===== config.mk =====
export PLATFORM = sky130hd
export DESIGN_NAME = uart_host_bridge
export DESIGN_NICKNAME = d
export VERILOG_FILES = /design/src/rtl/uart_host_bridge.sv
export SDC_FILE = /design/constraint.sdc
export NUM_CORES = 1
export LEC_CHECK = 0
export CAP_MARGIN = 20
export CORE_MARGIN = 8
export CORE_UTILIZATION = 25
export CTS_BUF_LIST = sky130_fd_sc_hd__clkbuf_4 sky130_fd_sc_hd__clkbuf_8 sky130_fd_sc_hd__clkbuf_16
export CTS_CLUSTER_DIAMETER = 150
export DETAILED_ROUTE_END_ITERATION = 6
export MAX_ROUTING_LAYER = met4
export PLACE_DENSITY = 0.49
export SLEW_MARGIN = 10
export SYNTH_ARGS = -nofsm -noshare
export SYNTH_HDL_FRONTEND = slang
export SYNTH_SLANG_ARGS = --single-unit

===== constraint.sdc =====
create_clock -name clk_i -period 2.9 [get_ports clk_i]
set_clock_uncertainty 0.05 [all_clocks]
set_input_delay 0.58 -clock clk_i [delete_from_list [all_inputs] [get_ports clk_i]]
set_output_delay 0.58 -clock clk_i [all_outputs]
set_load 0.005 [all_outputs]

===== src/rtl/uart_host_bridge.sv =====
// Host-side bus master for the UART 8-bit register bus: one chip-select strobe per access
// with programmable setup/strobe/recovery phases, plus a synchronised interrupt request.
module uart_host_bridge #(
  parameter int SETUP_CYCLES    = 1,
  parameter int STROBE_CYCLES   = 3,
  parameter int RECOVERY_CYCLES = 1
) (
  input  logic       clk_i,
  input  logic       rst_i,
  input  logic       req_valid_i,
  output logic       req_ready_o,
  input  logic       req_write_i,
  input  logic [2:0] req_addr_i,
  input  logic [7:0] req_wdata_i,
  output logic       rsp_valid_o,
  output logic [7:0] rsp_rdata_o,
  output logic       busy_o,
  output logic       chip_sel_n_o,
  output logic       read_write_o,
  output logic [2:0] address_o,
  output logic [7:0] data_o,
  output logic       data_oe_o,
  input  logic [7:0] data_i,
  input  logic       ireq_n_i,
  output logic       irq_o
);

  localparam int MAX_ST = (SETUP_CYCLES > STROBE_CYCLES) ? SETUP_CYCLES : STROBE_CYCLES;
  localparam int MAX_C  = (MAX_ST > RECOVERY_CYCLES) ? MAX_ST : RECOVERY_CYCLES;
  localparam int CW     = $clog2(MAX_C + 1);

  typedef enum logic [1:0] {IDLE, SETUP, STROBE, RECOVER} state_t;

  typedef struct packed {
    logic       write;
    logic [2:0] addr;
    logic [7:0] wdata;
  } req_t;

  state_t        state_q, state_d;
  logic [CW-1:0] cnt_q, cnt_d;
  req_t          req_q, req_d;
  logic          accept, cnt_last, bus_phase, end_strobe;
  logic [1:0]    ireq_sync;

  assign req_ready_o = (state_q == IDLE);
  assign busy_o      = (state_q != IDLE);
  assign accept      = req_valid_i & req_ready_o;
  assign cnt_last    = (cnt_q == CW'(1));
  assign end_strobe  = (state_q == STROBE) && cnt_last;

  always_comb begin
    state_d = state_q;
    cnt_d   = cnt_q;
    case (state_q)
      IDLE: if (accept) begin
        state_d = SETUP;
        cnt_d   = CW'(SETUP_CYCLES);
      end
      SETUP: if (cnt_last) begin
        state_d = STROBE;
        cnt_d   = CW'(STROBE_CYCLES);
      end else cnt_d = cnt_q - CW'(1);
      STROBE: if (cnt_last) begin
        state_d = RECOVER;
        cnt_d   = CW'(RECOVERY_CYCLES);
      end else cnt_d = cnt_q - CW'(1);
      RECOVER: if (cnt_last) state_d = IDLE;
               else cnt_d = cnt_q - CW'(1);
      default: state_d = IDLE;
    endcase
  end

  // Bus pins are registered from the next-state view so the pins change on the phase boundary.
  always_comb begin
    req_d = req_q;
    if (accept) req_d = '{write: req_write_i, addr: req_addr_i, wdata: req_wdata_i};
  end
  assign bus_phase = (state_d == SETUP) || (state_d == STROBE);

  always_ff @(posedge clk_i or posedge rst_i) begin
    if (rst_i) begin
      state_q      <= IDLE;
      cnt_q        <= '0;
      req_q        <= '0;
      chip_sel_n_o <= 1'b1;
      read_write_o <= 1'b1;
      data_oe_o    <= 1'b0;
      address_o    <= '0;
      data_o       <= '0;
      rsp_valid_o  <= 1'b0;
      rsp_rdata_o  <= '0;
    end else begin
      state_q      <= state_d;
      cnt_q        <= cnt_d;
      req_q        <= req_d;
      chip_sel_n_o <= (state_d != STROBE);
      read_write_o <= bus_phase ? ~req_d.write : 1'b1;
      data_oe_o    <= bus_phase & req_d.write;
      address_o    <= req_d.addr;
      data_o       <= req_d.wdata;
      rsp_valid_o  <= end_strobe;
      if (end_strobe) rsp_rdata_o <= req_q.write ? 8'h00 : data_i;
    end
  end

  // Two-flop synchroniser; flops idle at the deasserted (high) level.
  always_ff @(posedge clk_i or posedge rst_i) begin
    if (rst_i) ireq_sync <= 2'b11;
    else       ireq_sync <= {ireq_sync[0], ireq_n_i};
  end
  assign irq_o = ~ireq_sync[1];

endmodule

# ---- After elaboration in Yosys (flattened, before gate mapping)
# Index checks and enable logic that the tools add are counted.
dict set report totals {
  regBits 30
  latch_bits 0
  ram_bits 0
  romBits 0
  in_bits 24
  output_inout_bits 26
  word_cells 43
  mem_count 0
}
dict set report op_classes {
  add_sub_neg 1
  multipliers 0
  div_mod_pow 0
  order_cmp 0
  n_eq_ne 9
  shift 0
  n_mux 13
  n_bitwise 4
  n_reduce_logical 5
}
# cell n
set op_table {}
lappend op_table {{2-bit 2-to-1 mux} 8}
lappend op_table {{2-bit one-hot mux with 4 select lines} 2}
lappend op_table {{12-bit 2-to-1 mux} 1}
lappend op_table {{8-bit 2-to-1 mux} 1}
lappend op_table {{2-bit by 1-bit == test with 1-bit output, second input constant} 3}
lappend op_table {{2-bit == test, second input constant} 3}
lappend op_table {{2-bit inequality test, second input constant} 2}
lappend op_table {{1-bit AND} 2}
lappend op_table {{2-bit zero test} 1}
lappend op_table {{2-bit by 1-bit inequality test with 1-bit output, second input constant} 1}
lappend op_table {{1-bit NOT} 2}
lappend op_table {{2-bit AND reduction} 1}
lappend op_table {{2-bit nonzero test} 1}
lappend op_table {{2-bit by 1-bit subtractor with 2-bit output, second input constant} 1}
lappend op_table {{1-bit logical AND} 1}
lappend op_table {{1-bit logical OR} 1}
lappend op_table {{1-bit 2-to-1 mux} 1}

# ---- Logic depth before layout (Yosys ltp)
dict set report logic_depth {
  ltp_word 7
  depth_mapped 6
  ltp_nobuf 6
}

# ---- Least setup slack after synthesis
# OpenSTA, ideal clock, no wires.
dict set report synth_timing {
  kind {flip-flop to flip-flop}
  startpoint {register cnt_q[0]}
  endpoint {register read_write_o}
  setup_ns 0.082
  arrival_time_ns 1.519
  required_ns 2.768
  path_slack_ns 1.249
  path_stages_with_launch 6
  period_less_slack_ns 1.651
  cell_sequence {dfrtp_1 > ha_1 > mux2_2 > o21ai_2 > ha_1 > or2_1}
}
dict set report synth_via {
  elab_chain_cells 6
}
# element line_no
set synth_lines {}
lappend synth_lines {{start, declared} 41} ;# logic [CW-1:0] cnt_q, cnt_d;
lappend synth_lines {{start signal, assigned} 95} ;# cnt_q <= cnt_d;
lappend synth_lines {{2-bit by 1-bit == test with 1-bit output (*)} 49} ;# assign cnt_last = (cnt_q == CW'(1));
lappend synth_lines {{2-bit 2-to-1 mux (on tied branches)} {68, 60, 64}}
lappend synth_lines {{2-bit one-hot mux with 4 select lines (*)} 55} ;# case (state_q)
lappend synth_lines {{2-bit by 1-bit == test with 1-bit output or 2-bit == test (tied branches)} 79} ;# assign bus_phase = (state_d == SETUP) || (state_d == STROBE);
lappend synth_lines {{1-bit logical OR (*)} 79}
lappend synth_lines {{1-bit 2-to-1 mux (*)} 98} ;# read_write_o <= bus_phase ? ~req_d.write : 1'b1;
lappend synth_lines {{end signal, assigned} 98}
lappend synth_lines {{end, declared} 19} ;# output logic read_write_o,
# Mark *: on every way between the ends. The rest lies on a longest branch, timed or not.
# A chain may end at the register's enable or synchronous reset.

# ---- Worst setup path after layout
dict set report layout_timing {
  startpoint {register state_q[1]}
  endpoint {output port busy_o}
}
dict set report layout_via {
  elab_chain_cells 1
}
# element line_no
set layout_lines {}
lappend layout_lines {{start, declared} 40} ;# state_t state_q, state_d;
lappend layout_lines {{start signal, assigned} 94} ;# state_q <= state_d;
lappend layout_lines {{2-bit nonzero test} 47} ;# assign busy_o = (state_q != IDLE);
lappend layout_lines {{end, declared} 17} ;# output logic busy_o,
# Every way passes these cells.

==> impl_metrics.env <==
export IMPL_clk_latency_ps=280
export IMPL_critPathArrivalTime_ps=1600
export IMPL_dieArea_um2=8099
export IMPL_grt_use_total_pct=7.684
export IMPL_hp_start="ireq_sync[0]"
export IMPL_fmax_mhz=448.2
export IMPL_rsz0062_at_grt="false"
export IMPL_start_kind="flop"
export IMPL_grt_max_degree=18
export IMPL_antenna_found_initial=0
export IMPL_die_height_um=90.00
export IMPL_cts_tree="built"
export IMPL_finalSetupTns_ps=0
export IMPL_dr_pass1_iters=2
export IMPL_ir_worst_vdd_v=0.0003221
export IMPL_clock_path_buffers=2
export IMPL_setup_ws_ps=668.8
export IMPL_grt_pass1_wl_um=4878
export IMPL_hold_path_depth=0
export IMPL_grt_pass1_vias=964
export IMPL_ant_nets=0
export IMPL_synth_fp_nets=141
export IMPL_synth_cell_type_count=26
export IMPL_slew_violations=0
export IMPL_holdPathEnd="ireq_sync[1]"
export IMPL_drive_gt1_share_pct=19.23
export IMPL_cts_setup_buffers=0
export IMPL_initial_core_util_pct=25.32
export IMPL_syn_inst=113
export IMPL_post_place_ws_ps=612.0
export IMPL_core_um2=5405
export IMPL_ios=50
export IMPL_hold_path_class="flop to flop"
export IMPL_crit_required_ps=2270
export IMPL_finalCritPeriodShare_pct=76.94
export IMPL_critPathKind="flop to primary output"
export IMPL_portBuffers=49
export IMPL_htree_levels=2
export IMPL_ys_ff_latch=30
export IMPL_hold_violations=0
export IMPL_dp_cells=220
export IMPL_cts_repair_resized=0
export IMPL_seq_area_frac_synth_pct=55.21
export IMPL_wl_per_cell_um=12.66
export IMPL_worstMarginPinSlew_ps=640.3
export IMPL_netlist_area_um2=1369
export IMPL_clockRootBuffer="clkbuf_8"
export IMPL_clock_sinks=30
export IMPL_fin_crit_ps=2231
export IMPL_drc=0
export IMPL_r2r_setup_slack_ps=1100
export IMPL_areaGrowthSynthToFinish_pct=40.22
export IMPL_ctsHoldBuffers=0
export IMPL_wirelength_um=2887
export IMPL_r2r_end="read_write_o"
export IMPL_cp_max_fo=11
export IMPL_gp_congestion=0.8026
export IMPL_run_status="completed"
export IMPL_yosysWarnings=0
export IMPL_syn_mean_instance_area_um2=12.11
export IMPL_cts_made_buffers=5
export IMPL_first_iter_violations=22
export IMPL_antenna_cells=0
export IMPL_grt_ovfl_total=0
export IMPL_relSlewSlack_pct=57.27
export IMPL_nets=183
export IMPL_layout_cells_non_filler=228
export IMPL_r2r_start="state_q[1]"
export IMPL_hold_worst_slack_ps=306.1
export IMPL_vias_per_cell=3.912
export IMPL_num_rows=27
export IMPL_dr_total_vias=892
export IMPL_r2r_cells=4
export IMPL_p_leak_nw=0.8325
export IMPL_power_mw=1.888
export IMPL_dieWidth_um=90.00
export IMPL_clk_pin_slew_ps=70
export IMPL_crit_path_end_kind="primary output"
export IMPL_power_density_nw_per_um2=983.6
export IMPL_hpwl_um=2217
export IMPL_cap_violations=0
export IMPL_final_setup_viol_count=0
-- synthesized netlist by cell type (all sizes together) --
cell type,instances,area (um^2)
o311a,1,10.01
mux2,12,135.1
buf,15,123.9
or2,1,6.260
nor2,2,7.510
o22a,1,8.760
nand3b,1,20.02
nand2,9,33.78
ha,4,50.05
nor3b,2,26.28
xnor2,1,8.760
inv,10,37.53
nor3,1,5.000
nand2b,9,58.81
dfrtp,26,650.6
dfstp,4,105.1
o21ai,10,53.80
a21oi,1,5.000
a31oi,2,12.51
mux2i,1,10.01
-- layout by cell type, fill, tap and decap left out --
master / count
clkdlybuf4s50_1: 49
dfrtp_1: 26
mux2_2: 12
inv_1: 9
nand2_1: 9
nand2b_1: 8
o21ai_0: 8
clkbuf_8: 5
ha_1: 4
dfstp_2: 4
a31oi_1: 2
nor2_1: 2
clkinv_2: 2
nand3b_4: 1
o21ai_1: 1
nor3b_4: 1
nor3_1: 1
nor3b_1: 1
o21ai_2: 1
xnor2_1: 1
mux2i_1: 1
or2_1: 1
a21oi_1: 1
inv_2: 1
nand2b_2: 1
o311a_1: 1
o22a_1: 1
clkbuf_4: 1
buf_4: 1
-- layer usage --
layer,global-route usage [%],wire length [um]
met5,-,0
met1,9.186,1414
met2,10.31,1144
met3,5.071,307
met4,1.942,21
-- kinds of logic after synthesis --
group	synth area share (%)
xor gates and xnor gates	0.6400
AOI/OAI and AO/OA	6.581
muxes	10.60
and+or+nand+nor	11.52
adders and majority gates	3.656
buffers and inverters	11.79
DFF	55.21
-- metrics by stage --
stage / area, um^2 / utilization (%)
2_1_floorplan: 1369 / -
3_5_place_dp: 1833 / 33.91
4_1_cts: 1919 / 35.51
5_1_grt: 1919 / 35.51
6_report: 1919 / 35.51
3_3_place_gp: 1833 / 33.91
-- power breakdown --
| part | switching [mW] | total (mW) | internal, mW |
|---|---|---|---|
| logic | 0.292 | 0.805 | 0.513 |
| registers | 0.150 | 0.758 | 0.609 |
| clock network | 0.150 | 0.325 | 0.175 |
-- flip-flops by register name, summed over array words and instances (netlist names) --
register and count:
rsp_valid_o 1, cnt_q 2, ireq_sync 2, state_q 2, read_write_o 1, req_q 12
rsp_rdata_o 8, data_oe_o 1, chip_sel_n_o 1
-- cell type report --
type / instances / area, um^2
Timing Repair Buffer: 50 / 498.0
Multi-Input combinational cell: 58 / 451.7
Clock inverter: 2 / 10.01
Fill cell: 546 / 3486
Tap cell: 72 / 90.09
Clock buffer: 6 / 76.32
Sequential cell: 30 / 755.7
Inverter: 10 / 37.54
-- worst max-delay path, stage by stage (launching register included) --
cell	delay [ps]
dfrtp_1	630
nor2_1	130
inv_1	70
clkdlybuf4s50_1	500
-- worst max-delay path by stage --
stage	from	end	slack, ps
4_1_cts	state_q[1]	busy_o	650
5_1_grt	state_q[1]	busy_o	540
3_5_place_dp	req_valid_i	read_write_o	610
3_3_place_gp	req_valid_i	req_q[8]	670
2_1_floorplan	cnt_q[0]	read_write_o	1250
6_report	state_q[1]	busy_o	670
No activity file was read; power rests on OpenSTA's default activity.
